File: src/rtl/alu_exec_ctrl.sv
// alu_exec_ctrl: sequencing and writeback stage around an external 8-bit
// ripple-carry ALU. Accepts one op over a valid/ready request port, holds the
// ALU inputs for SETTLE_CYCLES, captures sum/carry into acc and flags, and
// returns the result over a valid/ready response port.
// Build macro ALU_EXEC_OVERFLOW_EN: when defined, flag_v tracks signed
// overflow of ALU ops; when undefined, flag_v is tied to 0.
module alu_exec_ctrl #(
   parameter int unsigned SETTLE_CYCLES = 1
) (
   input  logic       clk,
   input  logic       rst,
   input  logic       req_valid,
   output logic       req_ready,
   input  logic [2:0] req_op,
   input  logic [7:0] req_data,
   output logic [7:0] alu_a,
   output logic [7:0] alu_b,
   output logic       alu_cin,
   output logic       alu_sel,
   input  logic [7:0] alu_res,
   input  logic       alu_cout,
   output logic       rsp_valid,
   input  logic       rsp_ready,
   output logic [7:0] rsp_data,
   output logic [7:0] acc,
   output logic       flag_c,
   output logic       flag_z,
   output logic       flag_n,
   output logic       flag_v
);

   typedef enum logic [1:0] {
      ST_IDLE = 2'd0,
      ST_EXEC = 2'd1,
      ST_RESP = 2'd2
   } state_t;

   typedef enum logic [2:0] {
      OP_LDA = 3'b000,
      OP_ADD = 3'b001,
      OP_ADC = 3'b010,
      OP_SUB = 3'b011,
      OP_SBC = 3'b100,
      OP_CMP = 3'b101,
      OP_INC = 3'b110,
      OP_CLC = 3'b111
   } op_t;

   localparam logic [3:0] CNT_LOAD = 4'(SETTLE_CYCLES - 1);

   state_t     r_state;
   state_t     w_state_nxt;
   op_t        r_op;
   op_t        w_req_op;
   logic [3:0] r_cnt;
   logic [7:0] r_alu_a;
   logic [7:0] r_alu_b;
   logic       r_alu_cin;
   logic       r_alu_sel;
   logic [7:0] r_acc;
   logic [7:0] r_rsp_data;
   logic       r_flag_c;
   logic       r_flag_z;
   logic       r_flag_n;

   logic       w_accept;
   logic       w_capture;
   logic       w_req_is_alu;
   logic       w_cin;
   logic       w_sel;
   logic [7:0] w_b;

   // Decode the incoming opcode into ALU control values
   always_comb begin
      w_req_op     = op_t'(req_op);
      w_req_is_alu = 1'b1;
      w_sel        = 1'b0;
      w_cin        = 1'b0;
      w_b          = req_data;
      case (w_req_op)
         OP_LDA, OP_CLC: w_req_is_alu = 1'b0;
         OP_ADD:         w_cin = 1'b0;
         OP_ADC:         w_cin = r_flag_c;
         OP_SUB, OP_CMP: begin
            w_sel = 1'b1;
            w_cin = 1'b1;
         end
         OP_SBC: begin
            w_sel = 1'b1;
            w_cin = r_flag_c;
         end
         OP_INC: begin
            w_b   = '0;
            w_cin = 1'b1;
         end
         default: w_req_is_alu = 1'b1;
      endcase
   end

   // State register
   always_ff @(posedge clk or posedge rst) begin
      if (rst) begin
         r_state <= ST_IDLE;
      end else begin
         r_state <= w_state_nxt;
      end
   end

   // Next-state logic
   always_comb begin
      w_state_nxt = r_state;
      case (r_state)
         ST_IDLE: begin
            if (w_accept) begin
               w_state_nxt = w_req_is_alu ? ST_EXEC : ST_RESP;
            end
         end
         ST_EXEC: begin
            if (r_cnt == '0) begin
               w_state_nxt = ST_RESP;
            end
         end
         ST_RESP: begin
            if (rsp_ready) begin
               w_state_nxt = ST_IDLE;
            end
         end
         default: w_state_nxt = ST_IDLE;
      endcase
   end

   // FSM outputs: handshakes, accept strobe and capture strobe
   always_comb begin
      req_ready = (r_state == ST_IDLE) && !rst;
      rsp_valid = (r_state == ST_RESP);
      w_accept  = req_valid && req_ready;
      w_capture = (r_state == ST_EXEC) && (r_cnt == '0);
   end

   // Opcode latch and settle down-counter
   always_ff @(posedge clk or posedge rst) begin
      if (rst) begin
         r_op  <= OP_LDA;
         r_cnt <= '0;
      end else if (w_accept) begin
         r_op  <= w_req_op;
         r_cnt <= CNT_LOAD;
      end else if ((r_state == ST_EXEC) && (r_cnt != '0)) begin
         r_cnt <= r_cnt - 4'd1;
      end
   end

   // ALU input registers; only ALU ops reload them, so they hold otherwise
   always_ff @(posedge clk or posedge rst) begin
      if (rst) begin
         r_alu_a   <= '0;
         r_alu_b   <= '0;
         r_alu_cin <= 1'b0;
         r_alu_sel <= 1'b0;
      end else if (w_accept && w_req_is_alu) begin
         r_alu_a   <= r_acc;
         r_alu_b   <= w_b;
         r_alu_cin <= w_cin;
         r_alu_sel <= w_sel;
      end
   end

   // Writeback: LDA/CLC complete at accept, ALU ops on the last settle cycle
   always_ff @(posedge clk or posedge rst) begin
      if (rst) begin
         r_acc      <= '0;
         r_rsp_data <= '0;
         r_flag_c   <= 1'b0;
         r_flag_z   <= 1'b0;
         r_flag_n   <= 1'b0;
      end else if (w_accept) begin
         case (w_req_op)
            OP_LDA: begin
               r_acc      <= req_data;
               r_rsp_data <= req_data;
               r_flag_z   <= (req_data == '0);
               r_flag_n   <= req_data[7];
            end
            OP_CLC: begin
               r_flag_c   <= 1'b0;
               r_rsp_data <= r_acc;
            end
            default: r_flag_c <= r_flag_c;
         endcase
      end else if (w_capture) begin
         r_rsp_data <= alu_res;
         r_flag_c   <= alu_cout;
         r_flag_z   <= (alu_res == '0);
         r_flag_n   <= alu_res[7];
         if (r_op != OP_CMP) begin
            r_acc <= alu_res;
         end
      end
   end

`ifdef ALU_EXEC_OVERFLOW_EN
   logic r_flag_v;
   logic w_v;

   // Signed overflow of the op currently settling; B is the raw operand
   always_comb begin
      w_v = 1'b0;
      if (r_alu_sel) begin
         w_v = (r_alu_a[7] != r_alu_b[7]) && (alu_res[7] != r_alu_a[7]);
      end else begin
         w_v = (r_alu_a[7] == r_alu_b[7]) && (alu_res[7] != r_alu_a[7]);
      end
   end

   // Overflow flag register, written only on ALU capture
   always_ff @(posedge clk or posedge rst) begin
      if (rst) begin
         r_flag_v <= 1'b0;
      end else if (w_capture) begin
         r_flag_v <= w_v;
      end
   end

   assign flag_v = r_flag_v;
`else
   assign flag_v = 1'b0;
`endif

   assign alu_a    = r_alu_a;
   assign alu_b    = r_alu_b;
   assign alu_cin  = r_alu_cin;
   assign alu_sel  = r_alu_sel;
   assign rsp_data = r_rsp_data;
   assign acc      = r_acc;
   assign flag_c   = r_flag_c;
   assign flag_z   = r_flag_z;
   assign flag_n   = r_flag_n;

endmodule

File: config.mk
export PLATFORM = sky130hd
export DESIGN_NAME = alu_exec_ctrl
export DESIGN_NICKNAME = d
export VERILOG_FILES = /design/src/rtl/alu_exec_ctrl.sv
export SDC_FILE = /design/constraint.sdc
export NUM_CORES = 1
export LEC_CHECK = 0
export ABC_AREA = 0
export CAP_MARGIN = 25
export CELL_PAD_IN_SITES_DETAIL_PLACEMENT = 1
export CELL_PAD_IN_SITES_GLOBAL_PLACEMENT = 2
export CORE_MARGIN = 4
export CORE_UTILIZATION = 31
export DETAILED_ROUTE_END_ITERATION = 10
export PLACE_DENSITY = 0.95
export SYNTH_ARGS = -nofsm -noshare
export SYNTH_HDL_FRONTEND = slang
export SYNTH_SLANG_ARGS = --single-unit
File: constraint.sdc
create_clock -name clk -period 6.2 [get_ports clk]
set_input_delay 1.24 -clock clk [delete_from_list [all_inputs] [get_ports clk]]
set_output_delay 1.24 -clock clk [all_outputs]
set_load 0.01 [all_outputs]
==> run_results.csv <==
group,metric,value,unit
synth,synth.avg_cell_area,9.31,um^2
synth,yosys_register_bits,46,
finish,antennaDiodeCount,0,
finish,register_area,0.00115,mm^2
placement,dp_hpwl,5370,um
clock_tree,clk_latency,0.31,ns
die,rows,32,
finish,drive_gt1_frac,0.100,
sta,tightest_slew,0.908,ns
flow_run,maxCapViolCount,0,
clock_tree,cts-buffers-inserted,5,
synth,yosysWarningCount,0,
critical_path,cp.arrival,2.47,ns
die,die_w,97.4,um
drt,drtPass1Iterations,4,
placement,port_buffers,62,
finish,nNetsFinal,344,
min_path,min_to,"r_op[2]$_DFFE_PP0P_",
synth,ys_seq_area_frac,0.465,
clock_tree,clk_pin_slew,0.09,ns
synth,syn_nets,292,
power,vdd_ir_drop_max,0.146,mV
sta,slew_viol_final,0,
power,p_int,0.000963,W
clock_tree,clock-sinks,46,
critical_path,rrSetupSlack,3.75,ns
drt,wl_per_cell,18.3,um
sta,fin_crit,3.71,ns
finish,final_common_cell,"nand2_1",
sta,max_freq,270,MHz
clock_tree,htree_levels,2,
min_path,hold_start,"r_op[2]$_DFFE_PP0P_",
die,initial_core_util,0.319,
drt,viasPerCell,5.28,
die,die_area,0.00949,mm^2
drt,drc_errors,0,
synth,yosys.cell_types.count,42,
clock_tree,postCtsSetupRepairBufs,0,
critical_path,endpoint_kind,"output pin",
critical_path,r2r_cells,6,
synth,async_flop_share,1.00,
power,p_sw_frac,0.364,
critical_path,startpoint,"rst",
synth,synthCells,266,
sta,clock_skew,0.00905,ns
global_route,grt_pass1_vias,2499,
drt,ant_nets,0,
sta,slew_headroom,0.393,
sta,rsz0062_at_grt,"no",
die,core-area,0.00777,mm^2
die,ios,64,
finish,design_area,0.00327,mm^2
power,clkPwrFrac,0.154,
clock_tree,cts_tree,"built",
synth,synthFlopType,"dfrtp_1",
min_path,min_path_cells,2,
synth,netlist_area,0.00248,mm^2
clock_tree,clk_path_buf_depth,2,
synth,synth_edf_count,0,
finish,multiInputGateArea,0.00122,mm^2
run_status,status,"finished, final reports clean",
clock_tree,postCtsHoldBufs,0,
global_route,grt_max_degree,47,
finish,syn_to_final_growth,32.0,%
critical_path,r2r_end,"acc[3]$_DFFE_PP0P_",
clock_tree,cts-resized-gates,0,
placement,dpl_cell_area,0.00316,mm^2
global_route,grt_util_all_layers,0.167,
die,die_h,97.4,um
power,combPwrFrac,0.466,
power,powerDensity,463,mW/mm^2
critical_path,crit_type,"input pin to output pin",
sta,setup_tns,0,ns
critical_path,crit_required,4.96,ns
drt,drtIter0Drc,132,
finish,fillers,931,
drt,finalWirelength,7690,um
critical_path,cp-start-kind,"input pin",
global_route,grt_pass1_wl,13000,um
power,leakage,1.36,nW
clock_tree,cts_root_buffer,"clkbuf_8",
global_route,antenna_found_initial,0,
sta,finalHoldViolations,0,
power,p_seq_frac,0.380,
drt,vias,2224,
critical_path,cp_max_fo,4,
global_route,gr-total-overflow,0,
finish,final_cell_mix,"63 x nand2_1, 62 x clkdlybuf4s50_1, 46 x dfrtp_1, 16 x mux2_2, 16 x nor2_1",
sta,post-route-period-util,0.598,
placement,place_congestion,0.790,
power,p_sw,0.000550,W
critical_path,r2r-start,"r_cnt[0]$_DFFE_PP0P_",
sta,setup_violations,0,
min_path,holdCritPathClass,"flop to flop",
==> synthesized netlist by cell type (all sizes together) (2+ instances only) <==
| master | count | share of area |
|---|---|---|
| nand2 | 63 | 0.095 |
| dfrtp | 46 | 0.46 |
| mux2 | 16 | 0.073 |
| nor2 | 16 | 0.024 |
| a21oi | 13 | 0.026 |
| nand3 | 12 | 0.024 |
| buf | 11 | 0.022 |
| clkbuf | 9 | 0.014 |
| a32o | 8 | 0.032 |
| nand4 | 8 | 0.020 |
| o211ai | 8 | 0.024 |
| a221o | 6 | 0.024 |
| o21ai | 6 | 0.018 |
| inv | 4 | 0.0061 |
| nor2b | 4 | 0.010 |
| nor3 | 4 | 0.015 |
| nor4 | 4 | 0.010 |
| nand2b | 3 | 0.0076 |
| o22ai | 3 | 0.0076 |
| a211oi | 2 | 0.0061 |
| a311oi | 2 | 0.0071 |
| and2 | 2 | 0.0050 |
| ha | 2 | 0.010 |
| mux2i | 2 | 0.0081 |
| xor2 | 2 | 0.0071 |
==> area by class of cell <==
cell class | instances | area share
flip-flops and latches | 46 | 0.352
clock buffers | 5 | 0.0210
multi-input cells | 195 | 0.372
well taps | 102 | 0.0390
repair buffers | 65 | 0.197
clock inverters | 3 | 0.0134
inverters | 5 | 0.00574
==> power groups by stage <==
| stage | combinational, W | clock, W | sequential, W |
|---|---|---|---|
| finish | 0.000705 | 0.000233 | 0.000575 |
| global route | 0.000770 | 0.000252 | 0.000599 |
| global placement | 0.000688 | 0 | 0.000577 |
| detailed placement | 0.000711 | 0 | 0.000582 |
| CTS | 0.000715 | 0.000240 | 0.000578 |
| floorplan | 0.000313 | 0 | 0.000608 |
==> flip-flops by register name, indices dropped and copies added (netlist names) <==
name      count
alu_b         8
flag_n        1
r_state       2
rsp_data      8
alu_sel       1
r_cnt         4
flag_z        1
flag_c        1
alu_cin       1
acc           8
alu_a         8
r_op          3
==> metal layers <==
layer / global-route usage / wire [um] / up-vias
li1: - / - / 1051
met1: 0.220 / 3420 / 1097
met4: 0.0501 / 123 / 0
met5: 0 / 0 / -
met3: 0.0337 / 376 / 10
met2: 0.277 / 3770 / 66
==> cell families after synthesis <==
family          Yosys count  share of synthesized area
other cells               1                    0.00151
flops                    46                      0.465
simple gates            121                      0.235
fa+ha+maj                 2                     0.0101
buf+inv                  25                     0.0439
compound gates           50                      0.154
mux                      18                     0.0808
xor+xnor                  3                     0.0106
==> critical path, cell delays in order <==
cell	delay, ns
clkdlybuf4s50_1	0.49
nor3_1	0.17
clkdlybuf4s50_1	0.56
==> how the worst max path moves through the flow <==
stage,depth (start not counted),endpoint
6_report,3,req_ready
3_3_place_gp,3,req_ready
5_1_grt,3,req_ready
4_1_cts,3,req_ready
3_5_place_dp,3,req_ready
2_1_floorplan,1,req_ready
==> per-stage QoR <==
step | power (W) | utilization | hold WS (ns) | setup slack, ns | cells
floorplan | 0.000921 | - | 0.438 | 3.46 | 266
global placement | 0.00126 | 0.407 | 0.453 | 2.52 | 413
detailed placement | 0.00129 | 0.407 | 0.463 | 2.48 | 413
CTS | 0.00153 | 0.421 | 0.487 | 2.48 | 421
global route | 0.00162 | 0.421 | 0.528 | 2.41 | 421
finish | 0.00151 | 0.421 | 0.482 | 2.49 | 421
(Power assumes the default switching activity.)
